**src/rtl/cpu_pkg.sv**
```systemverilog
// rtl/cpu_pkg.sv - shared cpu types: loader states, NOP encoding, IMEM depth, ALU ops
package cpu_pkg;

  localparam int          IMEM_DEPTH_DEFAULT = 32;
  localparam logic [31:0] NOP_INSTR          = 32'h0000_0013;

  typedef enum logic [1:0] {
    IDLE,
    LOAD,
    DONE
  } loader_state_t;

  typedef enum logic [3:0] {
    ALU_ADD,
    ALU_SUB,
    ALU_AND,
    ALU_OR,
    ALU_XOR,
    ALU_SLL,
    ALU_SRL,
    ALU_SRA,
    ALU_SLT,
    ALU_SLTU
  } alu_op_t;

endpackage

```
**src/rtl/byte_packer.sv**
```systemverilog
// rtl/byte_packer.sv - little-endian byte-to-word assembly with a same-cycle word_valid pulse
module byte_packer (
  input  logic        clk,
  input  logic        reset,
  input  logic        clear,
  input  logic        byte_en,
  input  logic [7:0]  byte_in,
  output logic [31:0] word,
  output logic        word_valid
);

  logic [1:0]  cnt_q, cnt_d;
  logic [23:0] part_q, part_d;

  // The fourth byte is not stored: it completes the word combinationally.
  assign word       = {byte_in, part_q};
  assign word_valid = byte_en && !clear && (cnt_q == 2'd3);

  always_comb begin
    cnt_d  = cnt_q;
    part_d = part_q;
    if (clear) begin
      cnt_d  = 2'd0;
      part_d = '0;
    end else if (byte_en) begin
      cnt_d = cnt_q + 2'd1;
      case (cnt_q)
        2'd0:    part_d[7:0]   = byte_in;
        2'd1:    part_d[15:8]  = byte_in;
        2'd2:    part_d[23:16] = byte_in;
        default: part_d        = '0;
      endcase
    end
  end

  always_ff @(posedge clk or negedge reset) begin
    if (!reset) begin
      cnt_q  <= 2'd0;
      part_q <= '0;
    end else begin
      cnt_q  <= cnt_d;
      part_q <= part_d;
    end
  end

endmodule

```
**src/rtl/imem_loader.sv**
```systemverilog
// rtl/imem_loader.sv - byte-stream loader for the instruction memory feeding the CPU fetch path
module imem_loader
  import cpu_pkg::*;
#(
  parameter int IMEM_DEPTH = IMEM_DEPTH_DEFAULT
) (
  input  logic        clk,
  input  logic        reset,
  input  logic        start,
  input  logic [5:0]  num_words,
  input  logic [7:0]  byte_in,
  input  logic        byte_valid,
  output logic        byte_ready,
  output logic        busy,
  output logic        done,
  input  logic [31:0] pc,
  output logic [31:0] instruction
);

  localparam int         AW        = $clog2(IMEM_DEPTH);
  localparam logic [5:0] MAX_WORDS = 6'(IMEM_DEPTH);

  loader_state_t state_q, state_d;
  logic [AW-1:0] addr_q, addr_d;
  logic [5:0]    wcnt_q, wcnt_d;
  logic [5:0]    target_q, target_d;
  logic [31:0]   mem_q [IMEM_DEPTH];
  logic [31:0]   mem_d [IMEM_DEPTH];

  logic [5:0]  clamped;
  logic        byte_en;
  logic        pack_clear;
  logic        word_valid;
  logic [31:0] word;
  logic        unused_pc_bits;

  assign clamped = (num_words > MAX_WORDS) ? MAX_WORDS : num_words;

  // A start in LOAD restarts the session, so no byte is taken on that cycle.
  assign byte_ready  = (state_q == LOAD) && !start;
  assign byte_en     = byte_ready && byte_valid;
  assign busy        = (state_q == LOAD);
  assign done        = (state_q == DONE);
  assign instruction = busy ? NOP_INSTR : mem_q[pc[AW+1:2]];

  assign unused_pc_bits = ^{pc[31:AW+2], pc[1:0]};

  byte_packer u_packer (
    .clk        (clk),
    .reset      (reset),
    .clear      (pack_clear),
    .byte_en    (byte_en),
    .byte_in    (byte_in),
    .word       (word),
    .word_valid (word_valid)
  );

  always_comb begin
    state_d    = state_q;
    addr_d     = addr_q;
    wcnt_d     = wcnt_q;
    target_d   = target_q;
    mem_d      = mem_q;
    pack_clear = 1'b0;
    if (start) begin
      pack_clear = 1'b1;
      target_d   = clamped;
      addr_d     = '0;
      wcnt_d     = '0;
      state_d    = (clamped == 6'd0) ? DONE : LOAD;
    end else if (state_q == LOAD && word_valid) begin
      mem_d[addr_q] = word;
      addr_d        = addr_q + 1'b1;
      wcnt_d        = wcnt_q + 6'd1;
      if (wcnt_q + 6'd1 == target_q) begin
        state_d = DONE;
      end
    end
  end

  always_ff @(posedge clk or negedge reset) begin
    if (!reset) begin
      state_q  <= IDLE;
      addr_q   <= '0;
      wcnt_q   <= '0;
      target_q <= '0;
      for (int i = 0; i < IMEM_DEPTH; i++) begin
        mem_q[i] <= '0;
      end
    end else begin
      state_q  <= state_d;
      addr_q   <= addr_d;
      wcnt_q   <= wcnt_d;
      target_q <= target_d;
      mem_q    <= mem_d;
    end
  end

endmodule

```
**config.mk**
```make
export PLATFORM = sky130hd
export DESIGN_NAME = imem_loader
export DESIGN_NICKNAME = d
export VERILOG_FILES = /design/src/rtl/cpu_pkg.sv /design/src/rtl/byte_packer.sv /design/src/rtl/imem_loader.sv
export SDC_FILE = /design/constraint.sdc
export NUM_CORES = 1
export LEC_CHECK = 0
export BUFFER_PORTS_ARGS = -buffer_cell sky130_fd_sc_hd__buf_2
export CAP_MARGIN = 20
export CORE_MARGIN = 1.5
export CORE_UTILIZATION = 30
export DETAILED_ROUTE_END_ITERATION = 16
export PLACE_DENSITY = 0.5
export REMOVE_ABC_BUFFERS = 1
export SETUP_SLACK_MARGIN = 0.2
export SLEW_MARGIN = 40
export SYNTH_ARGS = -nofsm -noshare
export SYNTH_HDL_FRONTEND = slang
export SYNTH_SLANG_ARGS = --single-unit
```
**constraint.sdc**
```tcl
create_clock -name clk -period 2 [get_ports clk]
set_clock_uncertainty 0.15 [all_clocks]
set_input_delay 0.1 -clock clk [delete_from_list [all_inputs] [get_ports clk]]
set_output_delay 0.1 -clock clk [all_outputs]
set_load 0.005 [all_outputs]
```
==> results of run 1 <==
## where the power goes
group | internal, mW | leakage, nW | switching [mW]
sequential | 21.7 | 14.9 | 0.138
clock | 12.5 | 1.89 | 9.22
combinational | 1.01 | 13.7 | 1.65
## cell usage in the layout (no fill, tap or decap), types with 12 or more instances in the layout
master / n
a22o_1: 18
a22oi_1: 27
a22oi_2: 26
a31oi_1: 24
and3_1: 12
and3_4: 15
buf_12: 166
buf_16: 60
buf_2: 31
buf_4: 220
buf_6: 60
buf_8: 12
clkbuf_1: 36
clkbuf_16: 146
clkbuf_8: 29
clkinv_2: 16
dfrtp_1: 1062
dlygate4sd3_1: 29
mux2_1: 51
mux2_2: 577
mux2_4: 397
mux2i_1: 80
mux2i_2: 14
mux4_2: 225
nand2_1: 116
nand2_8: 15
nand3_1: 27
nor2_1: 16
nor2_4: 17
o211ai_1: 22
o21ai_0: 13
## routing by layer
| metal | GRT usage | routed length [um] | vias to the layer above |
|---|---|---|---|
| met4 | 0.04534 | 4116 | 0 |
| met1 | 0.2743 | 77560 | 16650 |
| met2 | 0.3044 | 77440 | 548 |
| met3 | 0.02509 | 5627 | 195 |
| met5 | 0 | 0 | - |
| li1 | - | - | 12710 |
## worst max path at each step
stage	from	endpoint	slack (ns)	depth (start not counted)
final	mem_q[785]	instruction[17]	-0.74	6
after global routing	mem_q[785]	instruction[17]	-0.80	6
after CTS	mem_q[785]	instruction[17]	-0.78	6
after detailed placement	pc[3]	instruction[4]	-0.59	9
after global placement	pc[3]	instruction[4]	-0.63	10
after floorplan	u_packer.cnt_q[1]	mem_q[544]	-1.42	5
## worst min-delay path: stages
cell	delay (ns)
dlygate4sd3_1	0.52
buf_2	0.10
nor2_1	0.04
nand3_1	0.13
o221a_2	0.20
## final cells by class
class / instances / area [um^2] / share of cell area
repair buffers: 611 / 8783 / 0.1355
multi-input cells: 1811 / 22720 / 0.3503
clock inverters: 33 / 377.9 / 0.005827
well taps: 2160 / 2703 / 0.04168
clock buffers: 182 / 3462 / 0.05339
flip-flops and latches: 1069 / 26760 / 0.4127
inverters: 8 / 40.04 / 0.0006175
diodes: 1 / 2.502 / 0.00003859
## cells by family after synthesis
group | Yosys count | synth area share
simple gates | 257 | 0.02498
flops | 1069 | 0.5501
mux | 1348 | 0.3617
xor+xnor | 19 | 0.003422
compound gates | 178 | 0.02635
fa+ha+maj | 9 | 0.002316
buf+inv | 312 | 0.03108
## repair_timing
action                                 in CTS  in global routing
setup endpoints to repair                1079               1091
hold buffers                               30                  0
pin swaps                                  75                 49
endpoints found under the hold margin    1370                  0
setup buffers                              61                 39
gates resized for setup                   351                356
cloned                                     53                 29
## through the flow
| step | util | power [mW] |
|---|---|---|
| 2_1_floorplan | - | 22.80 |
| 3_3_place_gp | 0.3396 | 24.76 |
| 3_5_place_dp | 0.3396 | 24.76 |
| 4_1_cts | 0.3877 | 46.76 |
| 5_1_grt | 0.4034 | 47.89 |
| 6_report | 0.4034 | 46.24 |
## registers in the layout (all words and copies together) (netlist names)
| signal | count |
|---|---|
| state_q | 2 |
| wcnt_q | 6 |
| mem_q | 1024 |
| addr_q | 5 |
| u_packer.part_q | 24 |
| target_q | 6 |
| u_packer.cnt_q | 2 |
==> flow_summary.ini, run 1 <==
[run_status]
status = finished, violations left
violations = setup timing

[floorplanning]
ioPinCount = 85
dieWidth_um = 405.6
die-area_um2 = 164500
die_y_um = 405.6
std_cell_rows = 147
start_util = 0.3025
coreArea_um2 = 160800

[final_layout]
drive_gt1_frac = 0.5644
final_nets = 3677
area_growth_pct = 33.35
fin_cells = 5875
fill_cells = 14810
finish.instance_area_um2 = 64840

[yosys]
synth_seq_cells = 1069
syn-cell-area_um2 = 48630
yosysTopAreaCellShare = 0.5501
async_flop_share = 1.000
ys.flop_type = dfrtp_1
yosysSeqAreaShare = 0.5501
synth_top_area_cell = dfrtp_1
post_synth_num_cell_types = 51
synth_cells = 3192
avgSynthCellArea_um2 = 15.23
synth_area_leaders = dfrtp_1 55%, mux2_2 20%, mux4_2 10%, mux2_1 3.8%, mux2i_1 2.0%
synthTopCellsByCount = 1069 x dfrtp_1, 859 x mux2_2, 225 x mux4_2, 166 x mux2_1, 147 x clkbuf_1
ys_warn_count = 0
synth_most_common_cell = dfrtp_1
synth-edff-count = 0

[clock_tree]
cts_tree = done
cts_sinks = 1069
cts_root_buf = clkbuf_16
clk_latency_ns = 0.77
cts-buffers-inserted = 117
cts_buffer_depth = 3
clk_pin_slew_worst_paths_ns = 0.06
htreeDepth = 3

[setup_path]
end_kind = output pin
regToRegStartpoint = state_q[0]
rr_endpoint = mem_q[920]
reg2regPathDepth = 10
max_stage_delay_ns = 0.50
crit_required_ns = 1.75
rrSetupSlack_ns = -0.50
path_buf_inv = 2
slowest_stage = mux4_2
crit_type = reg2out
cp_max_fo = 2
cp_cell_sequence = mux4_2, mux2i_4, a221o_1, a31oi_1, buf_4, buf_6
start_kind = register
crit_family = multiplexers
worstPathArrival_ns = 2.49

[sta]
layout_setup_ws_ns = -0.7389
period_needed_ns = 2.739
timing.final.crit_share = 1.369
worst_hold_slack_ns = 0.2246
rsz0062_at_grt = true
worst_pin_slew_ns = 0.7997
slew_viol_final = 0
setup_tns_ns = -385.05
finalSetupViolations = 1064
slew_headroom = 0.4668
hold_viol_final = 0
max_freq_mhz = 365.1

[pwr]
leakage_nw = 30.50
ir_drop_v = 0.0008156
power-per-cell-area_nw_per_um2 = 713.1

[global_route]
grtUsageTotal = 0.1908
grt_max_degree = 93
antenna_found_initial = 2
grt_pass1_wl_um = 228700
grt_overflow = 0
grt_pass1_vias = 31600

[worst_hold_path]
hold_path_startpoint = num_words[3]
worstHoldEndpoint = state_q[0]
hold_depth = 5
min_path_type = in2reg

[place]
dp.cells = 5447
place.gp.congestion = 0.7793
pre_cts_ws_ns = -0.5884
io_buffer_count = 57
placed_cell_area_um2 = 54600
hpwl_um = 90110

[route]
viasPerCell = 5.124
dr.pass1.iters = 5
wl_per_cell_um = 28.04
routed_wl_um = 164700
drtAntennaViolNets = 0
drcViolationCount = 0
vias = 30100
drt_iter0_markers = 2160

[flow_run]
cap_violations = 0
(Power assumes the default switching activity.)
==> run 2, diff against run 1 <==
--- a/config.mk
+++ b/config.mk
@@ -13,6 +13,7 @@
 export PLACE_DENSITY = 0.5
 export REMOVE_ABC_BUFFERS = 1
 export SETUP_SLACK_MARGIN = 0.2
+export SKIP_CTS_REPAIR_TIMING = 1
 export SLEW_MARGIN = 40
 export SYNTH_ARGS = -nofsm -noshare
 export SYNTH_HDL_FRONTEND = slang
==> flow_summary.ini, run 2 (same netlist as run 1, synthesis figures left out) <==
[sta]
timing.final.crit_share = 1.355
worst_hold_slack_ns = -0.05176
setup_tns_ns = -304.77
finalSetupViolations = 1067
period_needed_ns = 2.710
rsz0062_at_grt = true
max_freq_mhz = 369.1
worst_pin_slew_ns = 0.7883
hold_viol_final = 1
layout_setup_ws_ns = -0.7096
slew_viol_final = 0
slew_headroom = 0.4727

[route]
drcViolationCount = 0
dr.pass1.iters = 5
drt_iter0_markers = 2036
vias = 29450
viasPerCell = 5.080
routed_wl_um = 159800
wl_per_cell_um = 27.57
drtAntennaViolNets = 0

[setup_path]
crit_required_ns = 1.75
rr_endpoint = mem_q[635]
start_kind = register
worstSetupEndpoint = instruction[8]
end_kind = output pin
worstPathArrival_ns = 2.46
regToRegStartpoint = u_packer.cnt_q[0]
crit_type = reg2out
critPathLaunch = mem_q[40]
rrSetupSlack_ns = -0.44
reg2regPathDepth = 10
cp_max_fo = 2

[worst_hold_path]
min_path_type = in2reg

[pwr]
power-per-cell-area_nw_per_um2 = 733.2
p_sw_mw = 10.96
power_frac_comb = 0.057
internal_power_mw = 35.21
leakage_nw = 29.56
p_clk_frac = 0.470
seq_power_share = 0.473
ir_drop_v = 0.0008346
switching_share = 0.2374

[global_route]
antenna_found_initial = 2
grt_pass1_wl_um = 207100
grt_max_degree = 93
grtUsageTotal = 0.1693
grt_overflow = 0
grt_pass1_vias = 30460

[floorplanning]
die-area_um2 = 164500
start_util = 0.3025
coreArea_um2 = 160800
std_cell_rows = 147
dieWidth_um = 405.6
ioPinCount = 85
die_y_um = 405.6

[run_status]
violations = hold timing, setup timing
status = finished, violations left

[flow_run]
cap_violations = 0

[place]
dp.cells = 5447
io_buffer_count = 57
hpwl_um = 90110
placed_cell_area_um2 = 54600
pre_cts_ws_ns = -0.5884
place.gp.congestion = 0.7793

[clock_tree]
cts_sinks = 1069
cts_buffer_depth = 3
cts-buffers-inserted = 117
htreeDepth = 3
clk_pin_slew_worst_paths_ns = 0.06
cts_tree = done
clk_latency_ns = 0.76
cts_root_buf = clkbuf_16

[final_layout]
drive_gt1_frac = 0.5459
fill_cells = 14990
reg_top3 = mem_q (1024), u_packer.part_q (24)
regMostFlops = mem_q
final_nets = 3599
finish.instance_area_um2 = 62980
area_growth_pct = 29.50
largest_reg_flops = 1024
final_common_cell = dfrtp_1
fin_cells = 5797
final_cell_mix = 1062 x dfrtp_1, 638 x mux2_2, 316 x mux2_4
-- run 2: cell type report --
class	count	area (um^2)	share of cell area
clock inverters	33	377.9	0.006000
repair buffers	533	7327	0.1163
diodes	1	2.502	0.00003974
inverters	8	40.04	0.0006358
multi-input cells	1811	22300	0.3542
clock buffers	182	3462	0.05497
flip-flops and latches	1069	26760	0.4249
well taps	2160	2703	0.04292
-- run 2: metal layers --
| metal | up-vias | global-route usage | routed length, um |
|---|---|---|---|
| li1 | 12540 | - | - |
| met5 | - | 0 | 0 |
| met2 | 558 | 0.2707 | 75730 |
| met3 | 175 | 0.02450 | 6907 |
| met1 | 16170 | 0.2395 | 73500 |
| met4 | 0 | 0.04547 | 3685 |
-- run 2: per-stage QoR --
step                      power [mW]    util
after global placement         24.76  0.3396
after floorplan                22.80       -
after global routing           47.86  0.3917
after CTS                      46.62  0.3635
final                          46.18  0.3918
after detailed placement       24.76  0.3396
-- run 2: power by group through the flow --
| stage | clock (mW) | sequential (mW) | combinational, mW |
|---|---|---|---|
| after floorplan | 0 | 22.3 | 0.549 |
| after global placement | 0 | 22.2 | 2.53 |
| after detailed placement | 0 | 22.2 | 2.53 |
| after CTS | 22.3 | 21.8 | 2.53 |
| after global routing | 23.2 | 21.8 | 2.84 |
| final | 21.7 | 21.8 | 2.63 |
-- run 2: worst min-delay path by stage --
stage	startpoint	endpoint	slack (ns)	cells past startpoint
2_1_floorplan	reset	addr_q[0]	-0.35	0
3_3_place_gp	reset	mem_q[309]	-0.13	1
3_5_place_dp	reset	mem_q[309]	-0.13	1
4_1_cts	reset	mem_q[739]	-0.96	1
5_1_grt	start	addr_q[4]	-0.004	6
6_report	start	addr_q[4]	-0.05	6
-- run 2: worst max-delay path: stages, from the launching register on --
cell	delay (ns)
dfrtp_1	0.38
mux4_2	0.47
a22oi_1	0.30
o211ai_1	0.20
and3_1	0.22
buf_2	0.13
